`config.mk`:
```
export PLATFORM = sky130hd
export DESIGN_NAME = if_fetch_unit
export DESIGN_NICKNAME = d
export VERILOG_FILES = /design/src/rtl/if_fetch_unit.sv
export SDC_FILE = /design/constraint.sdc
export NUM_CORES = 1
export LEC_CHECK = 0
export ABC_AREA = 1
export CAP_MARGIN = 10
export CORE_MARGIN = 4
export CORE_UTILIZATION = 40
export CTS_CLUSTER_SIZE = 20
export DETAILED_ROUTE_END_ITERATION = 8
export PLACE_DENSITY = 0.57
export RECOVER_POWER = 100
export REMOVE_ABC_BUFFERS = 1
export SETUP_SLACK_MARGIN = 0.4
export SLEW_MARGIN = 20
export SYNTH_ARGS = -nofsm -noshare
export SYNTH_HDL_FRONTEND = slang
export SYNTH_SLANG_ARGS = --single-unit
```
`constraint.sdc`:
```
create_clock -name clk -period 15.85 [get_ports clk]
set_input_delay 3.9625 -clock clk [delete_from_list [all_inputs] [get_ports clk]]
set_output_delay 3.9625 -clock clk [all_outputs]
set_load 0.01 [all_outputs]
```
`src/rtl/if_fetch_unit.sv`:
```
// Instruction-fetch stage: sequential fetch requests with multiple in flight, an in-order
// {pc,instr} buffer towards decode, and redirects that flush it and discard stale responses.
module if_fetch_unit #(
   parameter int              XLEN             = 32,
   parameter logic [XLEN-1:0] CPU_RESET_VECTOR = '0,
   parameter int              FIFO_DEPTH       = 4
) (
   input  logic            clk,
   input  logic            rst,
   input  logic            i_redirect_valid,
   input  logic [XLEN-1:0] i_redirect_pc,
   output logic            o_imem_req_valid,
   input  logic            i_imem_req_ready,
   output logic [XLEN-1:0] o_imem_req_addr,
   input  logic            i_imem_rsp_valid,
   input  logic [XLEN-1:0] i_imem_rsp_data,
   output logic            if_valid,
   input  logic            if_ready,
   output logic [XLEN-1:0] if_pc,
   output logic [XLEN-1:0] if_pc_p4,
   output logic [XLEN-1:0] if_instr
);

   localparam int              CW      = $clog2(FIFO_DEPTH + 1);
   localparam int              PW      = $clog2(FIFO_DEPTH);
   localparam logic [XLEN-1:0] PC_STEP = XLEN'(4);
   localparam logic [CW:0]     CREDITS = (CW + 1)'(FIFO_DEPTH);

   logic [XLEN-1:0] fetch_pc_r;
   logic [XLEN-1:0] rsp_pc_r;
   logic [CW-1:0]   outst_r;
   logic [CW-1:0]   drop_r;
   logic [CW-1:0]   count_r;
   logic [PW-1:0]   wr_ptr_r;
   logic [PW-1:0]   rd_ptr_r;
   logic [XLEN-1:0] pc_mem_r    [FIFO_DEPTH];
   logic [XLEN-1:0] instr_mem_r [FIFO_DEPTH];

   logic [CW:0]     inflight_s;
   logic            credit_ok_s;
   logic            req_fire_s;
   logic            push_s;
   logic            pop_s;
   logic [XLEN-1:0] redir_pc_s;
   logic [CW-1:0]   outst_nxt_s;
   logic [CW-1:0]   drop_nxt_s;
   logic [CW-1:0]   count_nxt_s;

   // Issue/response/handshake decode and next-state for the counters
   always_comb begin
      inflight_s       = {1'b0, outst_r} + {1'b0, count_r};
      credit_ok_s      = (inflight_s < CREDITS);
      o_imem_req_valid = !rst && !i_redirect_valid && credit_ok_s;
      o_imem_req_addr  = fetch_pc_r;
      req_fire_s       = o_imem_req_valid && i_imem_req_ready;
      // A response arriving with a redirect belongs to the abandoned stream
      push_s           = i_imem_rsp_valid && (drop_r == {CW{1'b0}}) && !i_redirect_valid;
      if_valid         = !rst && (count_r != {CW{1'b0}}) && !i_redirect_valid;
      pop_s            = if_valid && if_ready;
      if_pc            = pc_mem_r[rd_ptr_r];
      if_instr         = instr_mem_r[rd_ptr_r];
      if_pc_p4         = pc_mem_r[rd_ptr_r] + PC_STEP;
      redir_pc_s       = {i_redirect_pc[XLEN-1:2], 2'b00};
      outst_nxt_s      = outst_r + CW'(req_fire_s) - CW'(i_imem_rsp_valid);

      if (i_redirect_valid) begin
         drop_nxt_s  = outst_r - CW'(i_imem_rsp_valid);
         count_nxt_s = {CW{1'b0}};
      end else if (i_imem_rsp_valid && (drop_r != {CW{1'b0}})) begin
         drop_nxt_s  = drop_r - CW'(1'b1);
         count_nxt_s = count_r + CW'(push_s) - CW'(pop_s);
      end else begin
         drop_nxt_s  = drop_r;
         count_nxt_s = count_r + CW'(push_s) - CW'(pop_s);
      end
   end

   // Control state: PCs, credit counters and buffer pointers
   always_ff @(posedge clk) begin
      if (rst) begin
         fetch_pc_r <= CPU_RESET_VECTOR;
         rsp_pc_r   <= CPU_RESET_VECTOR;
         outst_r    <= {CW{1'b0}};
         drop_r     <= {CW{1'b0}};
         count_r    <= {CW{1'b0}};
         wr_ptr_r   <= {PW{1'b0}};
         rd_ptr_r   <= {PW{1'b0}};
      end else begin
         outst_r <= outst_nxt_s;
         drop_r  <= drop_nxt_s;
         count_r <= count_nxt_s;
         if (i_redirect_valid) begin
            fetch_pc_r <= redir_pc_s;
            rsp_pc_r   <= redir_pc_s;
            wr_ptr_r   <= {PW{1'b0}};
            rd_ptr_r   <= {PW{1'b0}};
         end else begin
            if (req_fire_s) begin
               fetch_pc_r <= fetch_pc_r + PC_STEP;
            end
            if (push_s) begin
               rsp_pc_r <= rsp_pc_r + PC_STEP;
               wr_ptr_r <= wr_ptr_r + PW'(1'b1);
            end
            if (pop_s) begin
               rd_ptr_r <= rd_ptr_r + PW'(1'b1);
            end
         end
      end
   end

   // Buffer storage; contents are only observed behind a valid count, so no reset
   always_ff @(posedge clk) begin
      if (push_s && !rst) begin
         pc_mem_r[wr_ptr_r]    <= rsp_pc_r;
         instr_mem_r[wr_ptr_r] <= i_imem_rsp_data;
      end
   end

endmodule

```
==> impl_summary.log <==
INFO  metric outcome = finished, violations left
INFO  metric failing_checks = max-capacitance violations, max-slew violations
INFO  metric boundaryPins = 200
INFO  metric drive_gt1_share = 4.438%
INFO  metric worstPathMaxFanout = 105
INFO  metric hold_viol = 0
INFO  metric grt_overflow_total = 0
INFO  metric fin_util = 49.08%
INFO  metric layout.area.seq = 0.008950 sq mm
INFO  metric cts_inserted_buffers = 37
INFO  metric final-max-slew-violation-count = 475
INFO  metric syn_inst = 1785
INFO  metric setup_violations = 0
INFO  metric grt_pass1_wl = 65980 microns
INFO  metric cts.root.buffer_cell = clkbuf_16
INFO  metric detailroute.via_count = 12510
INFO  metric number_of_distinct_library_cells_after_synthesis = 38
INFO  metric synth_largest_type_area_fraction = 47.53%
INFO  metric post_cts_buffers = 0
INFO  metric cp-start-kind = register
INFO  metric fillCellCount = 3631
INFO  metric period_needed = 12.20 ns
INFO  metric layout.nets = 2046
INFO  metric post_synth_instance_area = 0.01567 sq mm
INFO  metric wirelength = 42560 microns
INFO  metric place_hpwl = 27900 microns
INFO  metric tritoncts_clock_tree = done
INFO  metric synth_area_per_cell = roughly 8.8 sq um
INFO  metric worstReg2RegStart = drop_r[0]
INFO  metric worstSetupEndpointType = output pin
INFO  metric rows = 72
INFO  metric fp.dieArea = 0.04240 sq mm
INFO  metric relSlewSlack = -218.3%
INFO  metric io_buffers = 191
INFO  metric drc = 0
INFO  metric ctsResizeCount = 0
INFO  metric ctsHtreeMaxLevel = 2
INFO  metric max-clock-path-buffers = 3
INFO  metric layout.cells.most_common_list = nand2_1 (547), edfxtp_1 (248), nor2_1 (194)
INFO  metric mostFrequentLayoutCell = nand2_1
INFO  metric cp.arrival = 8.24 ns
INFO  metric placedCellCount = 2436
INFO  metric number_of_antenna_violations_at_the_first_check_in_global_routing = 0
INFO  metric synth-warning-count = 0
INFO  metric post_synthesis_to_final_layout_area_growth = 21.06%
INFO  metric postCtsHoldBufs = 0
INFO  metric gp_routability_congestion = 0.8643
INFO  metric static-leakage-power = 7.436 nW
INFO  metric hold-path-cell-count = 2
INFO  metric post_drt_via_cell_ratio = around 5
INFO  metric ff2ff_setup_slack = 9.66 ns
INFO  metric worst_ir_drop_vdd = 0.05394 mV
INFO  metric rsz_0062_raised_after_global_routing = no
INFO  metric core-area = 0.03865 sq mm
INFO  metric timing.critical_path.required = 11.89 ns
INFO  metric floorplan.die.height = 205.9 microns
INFO  metric hold_path_class = register to register
INFO  metric stdcell_count = 2501
INFO  metric timing.hold.worst.start = rd_ptr_r[1]
INFO  metric synth_edf_count = 248
INFO  metric async_flop_share = 0%
INFO  metric detail-route-antenna-nets = 0
INFO  metric r2r-end = pc_mem_r[3][21]
INFO  metric antennaDiodeCount = 0
INFO  metric cap_viol_max_count = 8
INFO  metric grt_util_all_layers = a little under 20%
INFO  metric initial_core_util = 40.54%
INFO  metric synth-seq-area-share = 57.11%
INFO  metric fmax = between 80 and 90 MHz
INFO  metric synthTopCellsByArea = edfxtp_1 (48%), nand2_1 (13%), dfxtp_1 (9.6%), nor2_1 (4.5%), o21ai_0 (4.1%)
INFO  metric worst-slew-pin-transition = 4.774 ns
INFO  metric skew_final = 0.02732 ns
INFO  metric avgRoutedWirePerCell = 17.02 microns
INFO  metric multi_input_comb_area = about 0.0057 sq mm
INFO  metric synth_largest_area_cell = edfxtp_1
INFO  metric firstDrtPassIters = 5
INFO  metric drt_first_iter_violations = 706
INFO  metric most_instantiated_flip_flop_cell_in_the_synthesis_netlist = edfxtp_1
INFO  metric reg2reg_depth = 8
INFO  metric x_dimension_of_the_die = roughly 200 microns
INFO  metric cts.reportedPaths.clkPinSlew = 0.05 ns
INFO  metric grt_pass1_vias = 12060
INFO  metric final_min_period_over_clock_period = between 70% and 80%
INFO  metric ys_ff_latch = between 300 and 400
INFO  metric grt_start_max_net_pins = ~110
INFO  metric clock_sinks = 323
INFO  metric tns = 0 ns
INFO  metric power.density = 99.63 mW/mm^2
INFO  metric criticalPathCategory = register to output pin
INFO  metric later_pin_clock_latency_in_the_skew_report = 0.53 ns
==> synth_stat cells, drive strengths merged (8+ instances only) <==
cell	n
a21oi	56
a31oi	8
buf	40
clkbuf	34
dfxtp	75
edfxtp	248
ha	17
inv	159
nand2	564
nand3	124
nand4	17
nor2	204
nor3	24
o21ai	129
o22ai	32
xor2	34
==> logic make-up after synthesis <==
family | after synthesis | synth area share (%)
AND/OR/NAND/NOR | 938 | 24.78
adder cells (fa/ha/maj) | 19 | 1.613
flip-flops | 323 | 57.11
XOR/XNOR | 36 | 2.012
buffers and inverters | 233 | 6.436
other | 1 | 0.02393
AO/OA/AOI/OAI | 235 | 8.025
==> through the flow <==
step           instance area [sq um]  setup WS (ns)  total power [mW]  hold WS [ns]
2_1_floorplan                  15280          6.802             1.046        0.4362
3_3_place_gp                   17950          5.409             1.128        0.4554
3_5_place_dp                   17950          5.418             1.132        0.4470
4_1_cts                        19060          5.410             1.921        0.4666
5_1_grt                        18970          2.781             1.972        0.4790
6_report                       18970          3.649             1.890        0.4712
==> worst max-delay path by stage <==
stage / to / from / slack (ns) / cells after the start
4_1_cts: if_valid / rst / 5.41 / 6
5_1_grt: if_pc_p4[15] / register / 2.78 / 12
6_report: if_pc_p4[15] / register / 3.65 / 12
3_5_place_dp: if_valid / rst / 5.42 / 6
3_3_place_gp: if_valid / rst / 5.41 / 6
2_1_floorplan: if_pc_p4[18] / register / 6.80 / 10
==> sequential cells by signal, summed over array words and instances, names as in the netlist, named ones only <==
signal           count
count_r              3
drop_r               3
instr_mem_r        128
o_imem_req_addr     30
outst_r              3
pc_mem_r           120
rd_ptr_r             2
rsp_pc_r            30
wr_ptr_r             2
==> area by class of cell <==
cell class              instances  area share (%)
flip-flops and latches        323           47.18
multi-input cells            1234           30.09
repair buffers                202           10.36
clock buffers                  47           5.184
well taps                     518           3.417
inverters                     159           3.153
clock inverters                18          0.6200
==> worst max-delay path: stages, from the launching register on <==
cell           delay, ns
dfxtp_1             0.86
clkinvlp_2          0.86
clkbuf_1            3.39
nand2_1             0.27
nand2_1             0.20
nand2_1             0.06
nand2_1             0.23
nand2_1             0.17
nor2_1              0.23
nand2_1             0.08
nor2_1              0.45
xor2_1              0.25
dlygate4sd3_1       0.63
==> power by group <==
| part | total, mW | internal (mW) | switching (mW) |
|---|---|---|---|
| sequential | 0.958 | 0.935 | 0.0232 |
| combinational | 0.150 | 0.0603 | 0.0893 |
| clock | 0.782 | 0.455 | 0.327 |
==> per-layer routing <==
metal,part of all wire [%],track usage (%)
met4,2.5,5.371
met5,0,0
met3,5.9,3.170
met1,46,27.52
met2,46,32.21
(Power assumes the default switching activity.)
